### config.mk
export PLATFORM = sky130hd
export DESIGN_NAME = dma_engine
export DESIGN_NICKNAME = d
export VERILOG_FILES = /design/src/rtl/dma_engine_pkg.sv /design/src/rtl/dma_regfile.sv /design/src/rtl/dma_engine.sv
export SDC_FILE = /design/constraint.sdc
export NUM_CORES = 1
export LEC_CHECK = 0
export CAP_MARGIN = 10
export CELL_PAD_IN_SITES_DETAIL_PLACEMENT = 0
export CELL_PAD_IN_SITES_GLOBAL_PLACEMENT = 1
export CORE_MARGIN = 1.5
export CORE_UTILIZATION = 40
export CTS_CLUSTER_DIAMETER = 150
export DETAILED_ROUTE_END_ITERATION = 8
export PLACE_DENSITY_LB_ADDON = 0.3
export SLEW_MARGIN = 40
export SYNTH_ARGS = -nofsm -noshare
export SYNTH_HDL_FRONTEND = slang
export SYNTH_HIERARCHICAL = 1
export SYNTH_SLANG_ARGS = --single-unit
### constraint.sdc
create_clock -name clk -period 2.9 [get_ports clk]
set_input_delay 0.435 -clock clk [delete_from_list [all_inputs] [get_ports clk]]
set_output_delay 0.435 -clock clk [all_outputs]
set_load 0.02 [all_outputs]
### src/rtl/dma_engine_pkg.sv
// Shared register map, control/status bit positions and FSM states for the word-copy DMA engine.
package dma_engine_pkg;

  localparam logic [1:0] REG_CTRL  = 2'd0;
  localparam logic [1:0] REG_SRC   = 2'd1;
  localparam logic [1:0] REG_DST   = 2'd2;
  localparam logic [1:0] REG_COUNT = 2'd3;

  localparam int unsigned BIT_START = 0;
  localparam int unsigned BIT_IE    = 1;
  localparam int unsigned BIT_ABORT = 2;
  localparam int unsigned BIT_ACK   = 3;
  localparam int unsigned BIT_BUSY  = 4;
  localparam int unsigned BIT_DONE  = 5;
  localparam int unsigned BIT_ERR   = 6;

  typedef enum logic [1:0] {
    StIdle,
    StRd,
    StWr
  } dma_state_e;

endpackage

### src/rtl/dma_regfile.sv
// Slave-side register window: SRC/DST/COUNT/IE storage, progress updates, DONE/ERR flags and Dout mux.
module dma_regfile
  import dma_engine_pkg::*;
#(
  parameter int unsigned CNT_W = 16
) (
  input  logic             clk_i,
  input  logic             rst_ni,
  input  logic [1:0]       addr_i,
  input  logic             we_i,
  input  logic [31:0]      din_i,
  input  logic             busy_i,
  input  logic             commit_i,
  input  logic             clear_flags_i,
  input  logic             set_done_i,
  input  logic             set_err_i,
  output logic [31:0]      dout_o,
  output logic [31:0]      src_o,
  output logic [31:0]      dst_o,
  output logic [CNT_W-1:0] cnt_o,
  output logic             irq_o
);

  logic [31:0]      src_q, src_d, dst_q, dst_d;
  logic [CNT_W-1:0] cnt_q, cnt_d;
  logic             ie_q, ie_d, done_q, done_d, err_q, err_d;
  logic             wr_ctrl;

  assign wr_ctrl = we_i && (addr_i == REG_CTRL);

  always_comb begin
    src_d  = src_q;
    dst_d  = dst_q;
    cnt_d  = cnt_q;
    ie_d   = ie_q;
    done_d = done_q;
    err_d  = err_q;
    if (we_i && !busy_i) begin
      unique case (addr_i)
        REG_SRC:   src_d = {din_i[31:2], 2'b00};
        REG_DST:   dst_d = {din_i[31:2], 2'b00};
        REG_COUNT: cnt_d = din_i[CNT_W-1:0];
        default:   ;
      endcase
    end
    if (commit_i) begin
      src_d = src_q + 32'd4;
      dst_d = dst_q + 32'd4;
      cnt_d = cnt_q - CNT_W'(1);
    end
    if (wr_ctrl) ie_d = din_i[BIT_IE];
    if ((wr_ctrl && din_i[BIT_ACK]) || clear_flags_i) begin
      done_d = 1'b0;
      err_d  = 1'b0;
    end
    // Set events take priority over ACK in the same cycle.
    if (set_done_i) done_d = 1'b1;
    if (set_err_i)  err_d  = 1'b1;
  end

  always_ff @(posedge clk_i or negedge rst_ni) begin
    if (!rst_ni) begin
      src_q  <= '0;
      dst_q  <= '0;
      cnt_q  <= '0;
      ie_q   <= 1'b0;
      done_q <= 1'b0;
      err_q  <= 1'b0;
    end else begin
      src_q  <= src_d;
      dst_q  <= dst_d;
      cnt_q  <= cnt_d;
      ie_q   <= ie_d;
      done_q <= done_d;
      err_q  <= err_d;
    end
  end

  always_comb begin
    dout_o = '0;
    unique case (addr_i)
      REG_CTRL: begin
        dout_o[BIT_IE]   = ie_q;
        dout_o[BIT_BUSY] = busy_i;
        dout_o[BIT_DONE] = done_q;
        dout_o[BIT_ERR]  = err_q;
      end
      REG_SRC:   dout_o = src_q;
      REG_DST:   dout_o = dst_q;
      REG_COUNT: dout_o = 32'(cnt_q);
      default:   dout_o = '0;
    endcase
  end

  assign src_o = src_q;
  assign dst_o = dst_q;
  assign cnt_o = cnt_q;
  assign irq_o = ie_q & (done_q | err_q);

endmodule

### src/rtl/dma_engine.sv
// Word-copy DMA: read-then-write transfer FSM driving the bridge master port, with a slave register window.
module dma_engine
  import dma_engine_pkg::*;
#(
  parameter int unsigned CNT_W = 16
) (
  input  logic        clk,
  input  logic        reset,
  input  logic [29:0] Addr,
  input  logic        WE,
  input  logic [31:0] Din,
  output logic [31:0] Dout,
  output logic        IRQ,
  output logic [31:0] m_address,
  output logic        m_readEnable,
  output logic        m_writeEnable,
  output logic [31:0] m_writeData,
  input  logic [31:0] m_readData,
  input  logic        m_exception,
  input  logic        m_grant
);

  dma_state_e       state_q, state_d;
  logic [31:0]      data_q, data_d, addr_q, addr_d, wdata_q, wdata_d;
  logic             rd_q, rd_d, wr_q, wr_d;
  logic [31:0]      src, dst;
  logic [CNT_W-1:0] cnt;
  logic             busy, ctrl_wr, start, abort;
  logic             commit, clear_flags, set_done, set_err;
  logic             unused_addr;

  assign unused_addr = ^Addr[29:2];
  assign busy        = (state_q != StIdle);
  assign ctrl_wr     = WE && (Addr[1:0] == REG_CTRL);
  assign start       = ctrl_wr && Din[BIT_START];
  assign abort       = ctrl_wr && Din[BIT_ABORT];

  dma_regfile #(
    .CNT_W(CNT_W)
  ) u_regfile (
    .clk_i        (clk),
    .rst_ni       (reset),
    .addr_i       (Addr[1:0]),
    .we_i         (WE),
    .din_i        (Din),
    .busy_i       (busy),
    .commit_i     (commit),
    .clear_flags_i(clear_flags),
    .set_done_i   (set_done),
    .set_err_i    (set_err),
    .dout_o       (Dout),
    .src_o        (src),
    .dst_o        (dst),
    .cnt_o        (cnt),
    .irq_o        (IRQ)
  );

  // Request outputs are computed for the next state so they leave the flops cleanly.
  always_comb begin
    state_d     = state_q;
    data_d      = data_q;
    rd_d        = 1'b0;
    wr_d        = 1'b0;
    addr_d      = '0;
    wdata_d     = '0;
    commit      = 1'b0;
    clear_flags = 1'b0;
    set_done    = 1'b0;
    set_err     = 1'b0;
    unique case (state_q)
      StIdle: begin
        if (start && (cnt != '0)) begin
          clear_flags = 1'b1;
          state_d     = StRd;
          rd_d        = 1'b1;
          addr_d      = src;
        end else if (start) begin
          set_done = 1'b1;
        end
      end
      StRd: begin
        if (abort) begin
          state_d = StIdle;
        end else if (m_grant && m_exception) begin
          set_err = 1'b1;
          state_d = StIdle;
        end else if (m_grant) begin
          data_d  = m_readData;
          state_d = StWr;
          wr_d    = 1'b1;
          addr_d  = dst;
          wdata_d = m_readData;
        end else begin
          rd_d   = 1'b1;
          addr_d = src;
        end
      end
      StWr: begin
        if (abort) begin
          state_d = StIdle;
        end else if (m_grant && m_exception) begin
          set_err = 1'b1;
          state_d = StIdle;
        end else if (m_grant) begin
          commit = 1'b1;
          if (cnt == CNT_W'(1)) begin
            set_done = 1'b1;
            state_d  = StIdle;
          end else begin
            state_d = StRd;
            rd_d    = 1'b1;
            addr_d  = src + 32'd4;
          end
        end else begin
          wr_d    = 1'b1;
          addr_d  = dst;
          wdata_d = data_q;
        end
      end
      default: state_d = StIdle;
    endcase
  end

  always_ff @(posedge clk or negedge reset) begin
    if (!reset) begin
      state_q <= StIdle;
      data_q  <= '0;
      rd_q    <= 1'b0;
      wr_q    <= 1'b0;
      addr_q  <= '0;
      wdata_q <= '0;
    end else begin
      state_q <= state_d;
      data_q  <= data_d;
      rd_q    <= rd_d;
      wr_q    <= wr_d;
      addr_q  <= addr_d;
      wdata_q <= wdata_d;
    end
  end

  assign m_readEnable  = rd_q;
  assign m_writeEnable = wr_q;
  assign m_address     = addr_q;
  assign m_writeData   = wdata_q;

endmodule

==> results by group, run 1 <==
Status
  – Status: finished clean

Global route
  – Largest net degree at the start of global routing: 74
  – Vias in the first global route: 9908
  – First-pass GRT wire length: 59.1 mm
  – Total track usage: 27.5%
  – Global route overflow: 0
  – Number of antenna violations at the first check in global routing: 0

Synthesis
  – Synth Area in Simple Gates: 25.8%
  – Top-area cell type share of the netlist area: 42.3%
  – Ys flop type: dfrtp_1
  – Netlist Area Pre-Place: 0.0106 mm2
  – Top post-synthesis cells by count: nand2_1 (215), dfrtp_1 (179), nor2_1 (72), a21oi_1 (68), clkbuf_1 (47)
  – Synth Register Bits: 179
  – Largest family of logic cells by synthesized area: simple AND/OR/NAND/NOR gates
  – Adder-cell share of the synthesized area: 0.946%
  – Netlist cell types: 86
  – Post-synthesis compound-gate area fraction: 20.1%
  – Synthesis Warnings: 6
  – Mux cell area share after synthesis: 3.13%
  – Syn_area_per_cell: 8.93 um2
  – Cells after synthesis: 1185
  – Synth top area cells: dfrtp_1 (42%), nand2_1 (7.6%), a21oi_1 (3.2%), nor2_1 (2.6%), a21boi_0 (2.4%)
  – EDFF count, synth: 0
  – Synth Area in XOR/XNOR: 3.48%
  – FFs w/ async S/R, synth: 100%
  – Seq/Total Area, Yosys: 42.3%
  – Top-count cell post-synth: nand2_1
  – Area leader, netlist: dfrtp_1

Floorplanning
  – DIE WIDTH: 166 um
  – Die span in y: 166 um
  – Core box area: 0.0260 mm2
  – Starting Density: 40.7%
  – Io pins: 198
  – Num rows: 59
  – Die ar.: 0.0274 mm2

Critical path
  – Most frequent CP cell: clkdlybuf4s50_1
  – Register-to-register setup slack: 0.31 ns
  – CP top delay family: buffers and inverters
  – Worst R2R Path Depth: 5
  – WP depth: 5
  – Worst R2R Start: u_regfile/cnt_o[1]
  – Worst R2R End: m_address[4]
  – Maximum fanout along the worst path: 23
  – WP buf/inv: 3
  – Startpoint type of the worst setup path: input port
  – Critical Path, Cell by Cell: clkdlybuf4s50_1 -> buf_12 -> mux2_2 -> a22o_1 -> clkdlybuf4s50_1
  – Critical Path Max Stage Delay: 0.57 ns
  – Arrival @ worst endpoint: 2.32 ns
  – CP Class: in -> out
  – End point of the critical path: Dout[14]
  – Slowest CP cell: clkdlybuf4s50_1
  – CP required: 2.47 ns
  – CP Capture Type: output pin
  – CP startpoint: Addr[1]

STA
  – Unrepaired setup endpoints after global routing: false
  – Tightest Pin Transition: 0.781 ns
  – Worst slew margin: 47.5%
  – Max Fclk: 364 MHz
  – # setup viols final: 0
  – Setup TNS: 0 ns
  – Crit share post-route: 94.9%
  – Worst Skew: 0.0150 ns
  – Crit path time final: 2.75 ns
  – Final Max Tran Viols: 0
  – Hold Vio Cnt, Final: 0
  – Worst hold slack: 0.0150 ns

Placement
  – GPL Wtd Cong: 0.924
  – Input/output buffers: 169
  – Inst Count DP: 1696
  – Hpwl dp: 27.5 mm
  – Placed Instance Area: 0.0131 mm2

Clocking
  – Worst-path clk slew: 0.08 ns
  – Num CTS Buffers: 17
  – Clock Root Buffer: clkbuf_16
  – Clock sink count: 179
  – CTS tree: yes
  – Clk_lat worst skew: 0.45 ns
  – Clock tree buffer depth: 2
  – Htree depth: 4

Pwr
  – P_leak: 5.65 nW
  – VDD IR-drop max: 0.000405 V
  – Pwr/cell area: 949 mW/mm2

Finish
  – Fin nets: 1487
  – Diode count: 0
  – Share of cells above drive strength 1: 12.8%
  – Fill count: 2399
  – Fin cells: 1728
  – Register area: 0.00448 mm2
  – P&R area growth vs syn: 30.0%
  – Final Core Density: 52.9%
  – Area of the multi-input gates: 0.00570 mm2
  – Design area: 0.0138 mm2

Routing
  – Avg WL per Cell: 21.9 um
  – Vias after detailed routing: 10448
  – DRT Pass-1 Iters: 5
  – Initial DRC Count: 1148
  – # DRC: 0
  – Vias per cell: 6.05
  – Remaining antenna violation count after routing: 0
  – Drt total wl: 37.9 mm

Min path
  – Hold WC Path Type: in -> async

Run
  – Max-Cap Viols: 0
-- state kept, by name, indices dropped and copies added, names as in the netlist --
name / count
data_q: 32
m_address: 32
m_readEnable: 1
m_writeData: 32
m_writeEnable: 1
state_q: 2
u_regfile/cnt_o: 16
u_regfile/done_q: 1
u_regfile/dst_o: 30
u_regfile/err_q: 1
u_regfile/ie_q: 1
u_regfile/src_o: 30
-- power by group --
group	internal, W	switching, W
combinational	0.00263	0.00313
sequential	0.00346	0.00136
clock	0.00121	0.00128
total	0.00729	0.00577
-- area by class of cell --
type	instances	area share (%)
Multi-Input combinational cell	907	41.4
Sequential cell	179	32.6
Timing Repair Buffer	254	17.8
Clock buffer	17	3.09
Tap cell	335	3.05
Clock inverter	15	1.52
Inverter	21	0.573
-- stage by stage --
step | setup slack [ns] | power, W
final | 0.149 | 0.0131
after global routing | 0.108 | 0.0138
after CTS | 0.0274 | 0.0130
after detailed placement | 0.167 | 0.0105
after global placement | 0.156 | 0.0104
after floorplan | 0.623 | 0.00789
-- cell usage in the layout (no fill, tap or decap), types with 14 or more instances in the layout --
cell type,instances
nand2_1,215
dfrtp_1,179
clkdlybuf4s50_1,167
buf_4,76
nor2_1,71
a21oi_1,68
nand3_1,39
a21boi_0,34
and3_1,33
nor3_1,32
nand4_1,31
o21ai_0,31
a22o_1,28
a211oi_1,28
xnor2_1,21
xor2_1,21
inv_1,18
o22ai_1,17
clkbuf_16,17
a22oi_1,16
mux2_2,16
nor4_1,14
-- repair_timing --
item / in CTS / in global routing
gates resized for setup: 0 / 1
buffers inserted: 0 / 0
setup endpoints to repair: 0 / 1
hold buffers: 0 / 0
-- worst min-delay path by stage --
stage | slack [ns] | endpoint | from | cells after the start
after floorplan | 0.14 | data_q[0] | reset | 0
after CTS | 0.04 | m_readEnable | reset | 1
after global routing | 0.06 | m_readEnable | reset | 1
after global placement | 0.46 | data_q[20] | data_q[20] | 2
after detailed placement | 0.46 | data_q[18] | data_q[18] | 2
final | 0.02 | m_readEnable | reset | 1
-- metal layers --
layer  vias to the layer above  share of wire (%)  routed length (um)  global-route usage, %
met1                      5174                 45               17100                   40.0
met5                         -                  0                   0                      0
met3                        61                7.0                2660                   3.97
met2                       468                 45               17100                   42.0
li1                       4745                  -                   -                      -
met4                         0                2.6                 973                   9.17
-- kinds of logic (layout without fill, tap and decap cells) --
kind of cell / Yosys count / after routing
other cells: 1 / 4
flops: 179 / 179
mux: 27 / 27
compound gates: 302 / 302
simple gates: 524 / 524
xor+xnor: 42 / 42
fa+ha+maj: 8 / 8
buf+inv: 102 / 307
-- worst reg2reg max path: stages (launching register included) --
cell and delay (ns):
dfrtp_1 0.39, or4_4 0.60, or4_4 0.65, a22o_1 0.21, a222oi_1 0.50, nor2_1 0.10
Note: power is estimated with default switching activity, not from simulation.
==> run 2, diff against run 1 <==
- CAP_MARGIN: 10 -> unset
==> results of run 2 <==
No change in the layout: final DEF, timing and power equal those of run 1.
